`src/rtl/mem_arbiter.sv`:
```
// mem_arbiter: two-requester (CPU read/write, DMA read-only) arbiter in front of
// a single-port combinational-read data memory. One transaction takes three
// cycles: IDLE (arbitrate and latch), SERVE (drive memory, capture read data),
// and ACK (one-cycle completion pulse to the winner).
// The CPU has priority. After STARVE_MAX consecutive contested CPU wins, the
// DMA is forced a grant.
// Optional feature: define MEM_ARB_STATS_EN to build the saturating grant
// counters. When it is undefined, cpu_grants and dma_grants read as zero.
module mem_arbiter #(
  parameter int DW         = 32,
  parameter int AW         = 32,
  parameter int STARVE_MAX = 4
) (
  input  logic          clk,
  input  logic          reset,
  input  logic          cpu_req,
  input  logic          cpu_we,
  input  logic [AW-1:0] cpu_addr,
  input  logic [DW-1:0] cpu_wdata,
  output logic [DW-1:0] cpu_rdata,
  output logic          cpu_ack,
  input  logic          dma_req,
  input  logic [AW-1:0] dma_addr,
  output logic [DW-1:0] dma_rdata,
  output logic          dma_ack,
  output logic          mem_we,
  output logic [AW-1:0] mem_addr,
  output logic [DW-1:0] mem_wdata,
  input  logic [DW-1:0] mem_rdata,
  output logic          busy,
  output logic [15:0]   cpu_grants,
  output logic [15:0]   dma_grants
);

  typedef enum logic [1:0] {
    IDLE      = 2'd0,
    SERVE_CPU = 2'd1,
    SERVE_DMA = 2'd2,
    ACK       = 2'd3
  } state_t;

  localparam logic [3:0] LP_STARVE_MAX = 4'(STARVE_MAX);

  state_t        r_state;
  state_t        w_next;
  logic [3:0]    r_starve;
  logic [AW-1:0] r_addr;
  logic [DW-1:0] r_wdata;
  logic          r_we;
  logic          r_sel_dma;
  logic [DW-1:0] r_cpu_rdata;
  logic [DW-1:0] r_dma_rdata;
  logic          w_grant_cpu;
  logic          w_grant_dma;
  logic          w_starved;

  assign w_starved = (r_starve == LP_STARVE_MAX);

  // State register
  always_ff @(posedge clk) begin
    if (reset) r_state <= IDLE;
    else       r_state <= w_next;
  end

  // Next-state and arbitration; a starved DMA overrides CPU priority
  always_comb begin
    w_next      = r_state;
    w_grant_cpu = 1'b0;
    w_grant_dma = 1'b0;
    case (r_state)
      IDLE: begin
        if (cpu_req && !(dma_req && w_starved)) begin
          w_grant_cpu = 1'b1;
          w_next      = SERVE_CPU;
        end else if (dma_req) begin
          w_grant_dma = 1'b1;
          w_next      = SERVE_DMA;
        end
      end
      SERVE_CPU: w_next = ACK;
      SERVE_DMA: w_next = ACK;
      ACK:       w_next = IDLE;
      default:   w_next = IDLE;
    endcase
  end

  // Latch winner's request so later input changes cannot disturb it
  always_ff @(posedge clk) begin
    if (reset) begin
      r_addr    <= '0;
      r_wdata   <= '0;
      r_we      <= 1'b0;
      r_sel_dma <= 1'b0;
    end else if (w_grant_cpu) begin
      r_addr    <= cpu_addr;
      r_wdata   <= cpu_wdata;
      r_we      <= cpu_we;
      r_sel_dma <= 1'b0;
    end else if (w_grant_dma) begin
      r_addr    <= dma_addr;
      r_we      <= 1'b0;
      r_sel_dma <= 1'b1;
    end
  end

  // Starve counter: counts contested CPU wins, cleared when DMA is idle or served
  always_ff @(posedge clk) begin
    if (reset) begin
      r_starve <= '0;
    end else if (r_state == IDLE) begin
      if (!dma_req || w_grant_dma) r_starve <= '0;
      else if (w_grant_cpu)        r_starve <= r_starve + 4'd1;
    end
  end

  // Capture memory read data into the serving requester's register
  always_ff @(posedge clk) begin
    if (reset) begin
      r_cpu_rdata <= '0;
      r_dma_rdata <= '0;
    end else if (r_state == SERVE_CPU) begin
      r_cpu_rdata <= mem_rdata;
    end else if (r_state == SERVE_DMA) begin
      r_dma_rdata <= mem_rdata;
    end
  end

`ifdef MEM_ARB_STATS_EN
  logic [15:0] r_cpu_grants;
  logic [15:0] r_dma_grants;

  // Saturating grant counters, bumped on each entry to a SERVE state
  always_ff @(posedge clk) begin
    if (reset) begin
      r_cpu_grants <= '0;
      r_dma_grants <= '0;
    end else begin
      if (w_grant_cpu && (r_cpu_grants != '1)) r_cpu_grants <= r_cpu_grants + 16'd1;
      if (w_grant_dma && (r_dma_grants != '1)) r_dma_grants <= r_dma_grants + 16'd1;
    end
  end

  assign cpu_grants = r_cpu_grants;
  assign dma_grants = r_dma_grants;
`else
  assign cpu_grants = '0;
  assign dma_grants = '0;
`endif

  // Reset gates mem_we combinationally so that an interrupted write never lands
  assign mem_we    = (r_state == SERVE_CPU) && r_we && !reset;
  assign mem_addr  = r_addr;
  assign mem_wdata = r_wdata;
  assign cpu_ack   = (r_state == ACK) && !r_sel_dma;
  assign dma_ack   = (r_state == ACK) &&  r_sel_dma;
  assign cpu_rdata = r_cpu_rdata;
  assign dma_rdata = r_dma_rdata;
  assign busy      = (r_state != IDLE);

endmodule

```
`config.mk`:
```
export PLATFORM = sky130hd
export DESIGN_NAME = mem_arbiter
export DESIGN_NICKNAME = d
export VERILOG_FILES = /design/src/rtl/mem_arbiter.sv
export SDC_FILE = /design/constraint.sdc
export NUM_CORES = 1
export LEC_CHECK = 0
export ABC_AREA = 1
export CAP_MARGIN = 20
export CORE_ASPECT_RATIO = 0.8
export CORE_MARGIN = 2
export CORE_UTILIZATION = 41
export CTS_BUF_LIST = sky130_fd_sc_hd__clkbuf_4
export CTS_CLUSTER_DIAMETER = 50
export DETAILED_ROUTE_END_ITERATION = 12
export PLACE_DENSITY_LB_ADDON = 0.05
export SYNTH_ARGS = -nofsm -noshare
export SYNTH_HDL_FRONTEND = slang
export SYNTH_SLANG_ARGS = --single-unit
```
`constraint.sdc`:
```
create_clock -name clk -period 2.1 [get_ports clk]
set_clock_uncertainty 0.1 [all_clocks]
set_input_delay 0.21 -clock clk [delete_from_list [all_inputs] [get_ports clk]]
set_output_delay 0.21 -clock clk [all_outputs]
set_load 0.05 [all_outputs]
```
==> implementation parameters <==
Parameter                              Value

Yosys
  Post-synth top area share ... 47.1%
  Synthesized instance count ... between 700 and 800
  Share of the yosys chip area belonging to registers ... between 40% and 50%
  Biggest area consumer among synthesized cells ... dfxtp_1
  Dominant synthesized flop cell ... dfxtp_1
  Synth unique cells ... 22
  Top cells by area, synth ... dfxtp_1 (47%), nand2_1 (9.5%), nor2_1 (8.6%)
  Area of the mapped netlist ... 0.00578 mm2
  Number of enable-type register cells in the synthesized netlist ... 0
  Synthesis-stage register bit count ... 136
  Syn. warnings ... 0
  Dominant cell by count in the synthesized netlist ... nand2_1
  Most frequent cells after synthesis ... nand2_1 (146), dfxtp_1 (136), nor2_1 (133)
  Mean post-synth cell area ... 7.44 um2
  Async S/R FF share, synth ... 0%

Timing
  RSZ-0062 raised after global routing ... false
  Time the worst path needs with I/O delays and setup ... between 2 and 2.5 ns
  Number of endpoints with negative hold slack in the final report ... 0
  Slew of the pin with the lowest slew margin ... 0.562 ns
  Final setup violating endpoints ... 0
  Portion of the clock cycle consumed by the worst path in the final layout ... 96.3%
  Final TNS setup ... 0 ns
  Number of max-slew violations in the final report ... 0
  Relative max-transition margin ... 62.5%
  Highest attainable clock frequency ... 495 MHz

Detailed routing
  Number of nets with antenna violations after detailed routing ... 0
  WL per Instance ... 14.2 um
  Number of design-rule violations left by the first detailed-router iteration ... 282
  Routed via count ... 5722
  Total detailed-routing wirelength ... ~17 mm
  DRC violations left ... 0
  Number of detailed-routing iterations run before antenna repair ... 4
  Vias per inst ... 4.71

Setup path
  Maximum cell stage delay along the critical path ... 0.82 ns
  Crit. Startpoint ... mem_addr[10]$_SDFFE_PP0P_
  Critical Path RT ... 1.79 ns
  Arrival time at the worst endpoint ... 1.71 ns
  FF-to-FF setup slack ... approximately 0.30 ns
  Critical R2R Launch ... r_starve[0]$_SDFFE_PP0P_
  Worst-path fanout max ... 2
  Category of the worst setup path capture point ... output port
  CP top delay family ... buffers and inverters
  Cell-by-cell trace of the critical path ... clkdlybuf4s50_1
  Crit path kind ... reg2out
  Combined buffer and inverter count along the critical path ... 1
  Cell with the biggest individual delay on the critical path ... clkdlybuf4s50_1
  CP Launch Type ... flip-flop

Global route
  First-pass GRT wire length ... ~27 mm
  Total overflow reported by the global router ... 0
  Vias in the first global route ... 5344
  Pin count of the biggest net entering global routing ... 72
  Antenna violations before repair ... 1
  GRT Resource Usage Total ... 22.8%

Power
  Total chip power ... 9.75 mW
  Total power divided by cell area ... approximately 1100 mW/mm2
  Peak ir drop on the vdd network ... about 640 uV
  Leakage power summed over all cells ... around 4.7 nW

Die
  Io pins ... 297
  Effective utilization at floorplan ... 42.4%
  Cell row count ... 38
  Core region area ... 0.0136 mm2
  Die Width ... roughly 140 um
  Die area ... ~0.015 mm2
  Die span in y ... about 110 um

Place
  Count of port buffers added during placement ... around 260
  Routability-driven placement congestion ratio ... 0.804
  Post-placement cell count ... 1183
  Placed Instance Area ... between 0.008 and 0.009 mm2
  Detailed placer's ending HPWL ... approximately 12 mm

CTS
  Root Buffer ... clkbuf_4
  CTS clock-pin slew for the worst setup and hold paths ... 0.12 ns
  Num CTS Buffers ... 17
  H-tree depth ... 4
  Number of sinks handled by clock tree synthesis ... ~140
  CTS max path bufs ... 2
  Worst skew pair latency ... 0.54 ns
  Number of hold-repair buffers added at the cts stage ... 0
  CTS tree ... done

Cells and area
  Count of nets after finishing ... between 1k and 1.5k
  Fraction of layout cells with a size suffix above 1 ... 5.71%
  Final std cells w/o fill ... ~1.2k
  Final Cell Area ... 0.00890 mm2
  Area growth from synthesis to layout ... 53.9%

Run status
  Result of the run ... finished, final reports clean

Worst hold path
  Type of the tightest min-delay check ... in2reg
  Hold Crit Start ... cpu_wdata[3]

Run
  Reported max-cap violation count ... 0
[cell type report]
class | instances | area (um2)
timing repair buffer | 282 | 2990
clock inverter | 11 | 131
antenna | 1 | 2.50
fill | 1216 | 4750
sequential | 136 | 2720
multi-input combinational | 533 | 2480
tap | 180 | 225
inverter | 52 | 195
clock buffer | 20 | 150
[through the flow]
step                worst slack, ns  hold slack [ns]  util, %
floorplan                     0.201            0.245        -
global placement              0.242            0.351     61.9
detailed placement            0.199            0.358     61.9
CTS                         0.00469           0.0655     64.0
global route               0.000573           0.0752     65.2
finish                       0.0786            0.118     65.2
[cell usage in the layout (no fill, tap or decap), drive strengths merged]
| cell type | instances |
|---|---|
| diode | 1 |
| nor2 | 133 |
| buf | 22 |
| bufinv | 3 |
| conb | 32 |
| clkinvlp | 1 |
| a21oi | 37 |
| o21ai | 66 |
| nand4 | 34 |
| clkdlybuf4s50 | 204 |
| o21a | 32 |
| o211ai | 1 |
| inv | 52 |
| a31oi | 1 |
| nand3 | 43 |
| clkbuf | 20 |
| dlymetal6s2s | 56 |
| clkinv | 7 |
| ha | 7 |
| dfxtp | 136 |
| nand2 | 147 |
[worst paths after layout]
path         depth (start not counted)                         end
max                                  1                mem_addr[10]
max reg2reg                         10  mem_wdata[13]$_SDFFE_PP0P_
min reg2reg                          2  mem_wdata[10]$_SDFFE_PP0P_
min                                  3   mem_wdata[3]$_SDFFE_PP0P_
[repair_timing]
action	in CTS	in global routing
setup buffers	0	0
pin swaps	0	0
hold endpoints to repair	0	0
gates resized for setup	2	61
setup endpoints to repair	1	58
[sequential cells by signal, summed over array words and instances, names as in the netlist]
| register | flops |
|---|---|
| dma_rdata | 32 |
| mem_addr | 32 |
| mem_wdata | 32 |
| r_sel_dma | 1 |
| r_state | 2 |
| r_we | 1 |
| cpu_rdata | 32 |
| r_starve | 4 |
[tightest hold or removal path, cell delays in order]
cell and delay (ns):
clkdlybuf4s50_1 0.39, nand2_1 0.06, a21oi_1 0.05
[kinds of logic (layout without fill, tap and decap cells)]
| group | Yosys count | count (layout) | synth area share [%] |
|---|---|---|---|
| simple gates | 357 | 357 | 25.7 |
| buf+inv | 139 | 365 | 12.3 |
| compound gates | 137 | 137 | 13.3 |
| flops | 136 | 136 | 47.1 |
| fa+ha+maj | 7 | 7 | 1.52 |
| other cells | 1 | 33 | 0.0649 |
[per-layer routing]
metal	routed length [um]	global-route usage, %
met1	7470	28.0
met2	7840	35.7
met3	1730	10.3
met4	261	7.81
met5	0	0
[power by group]
group / switching [mW] / internal, mW
clock network: 0.932 / 0.841
registers: 0.231 / 3.07
logic: 3.12 / 1.55
Note: power is estimated with default switching activity, not from simulation.
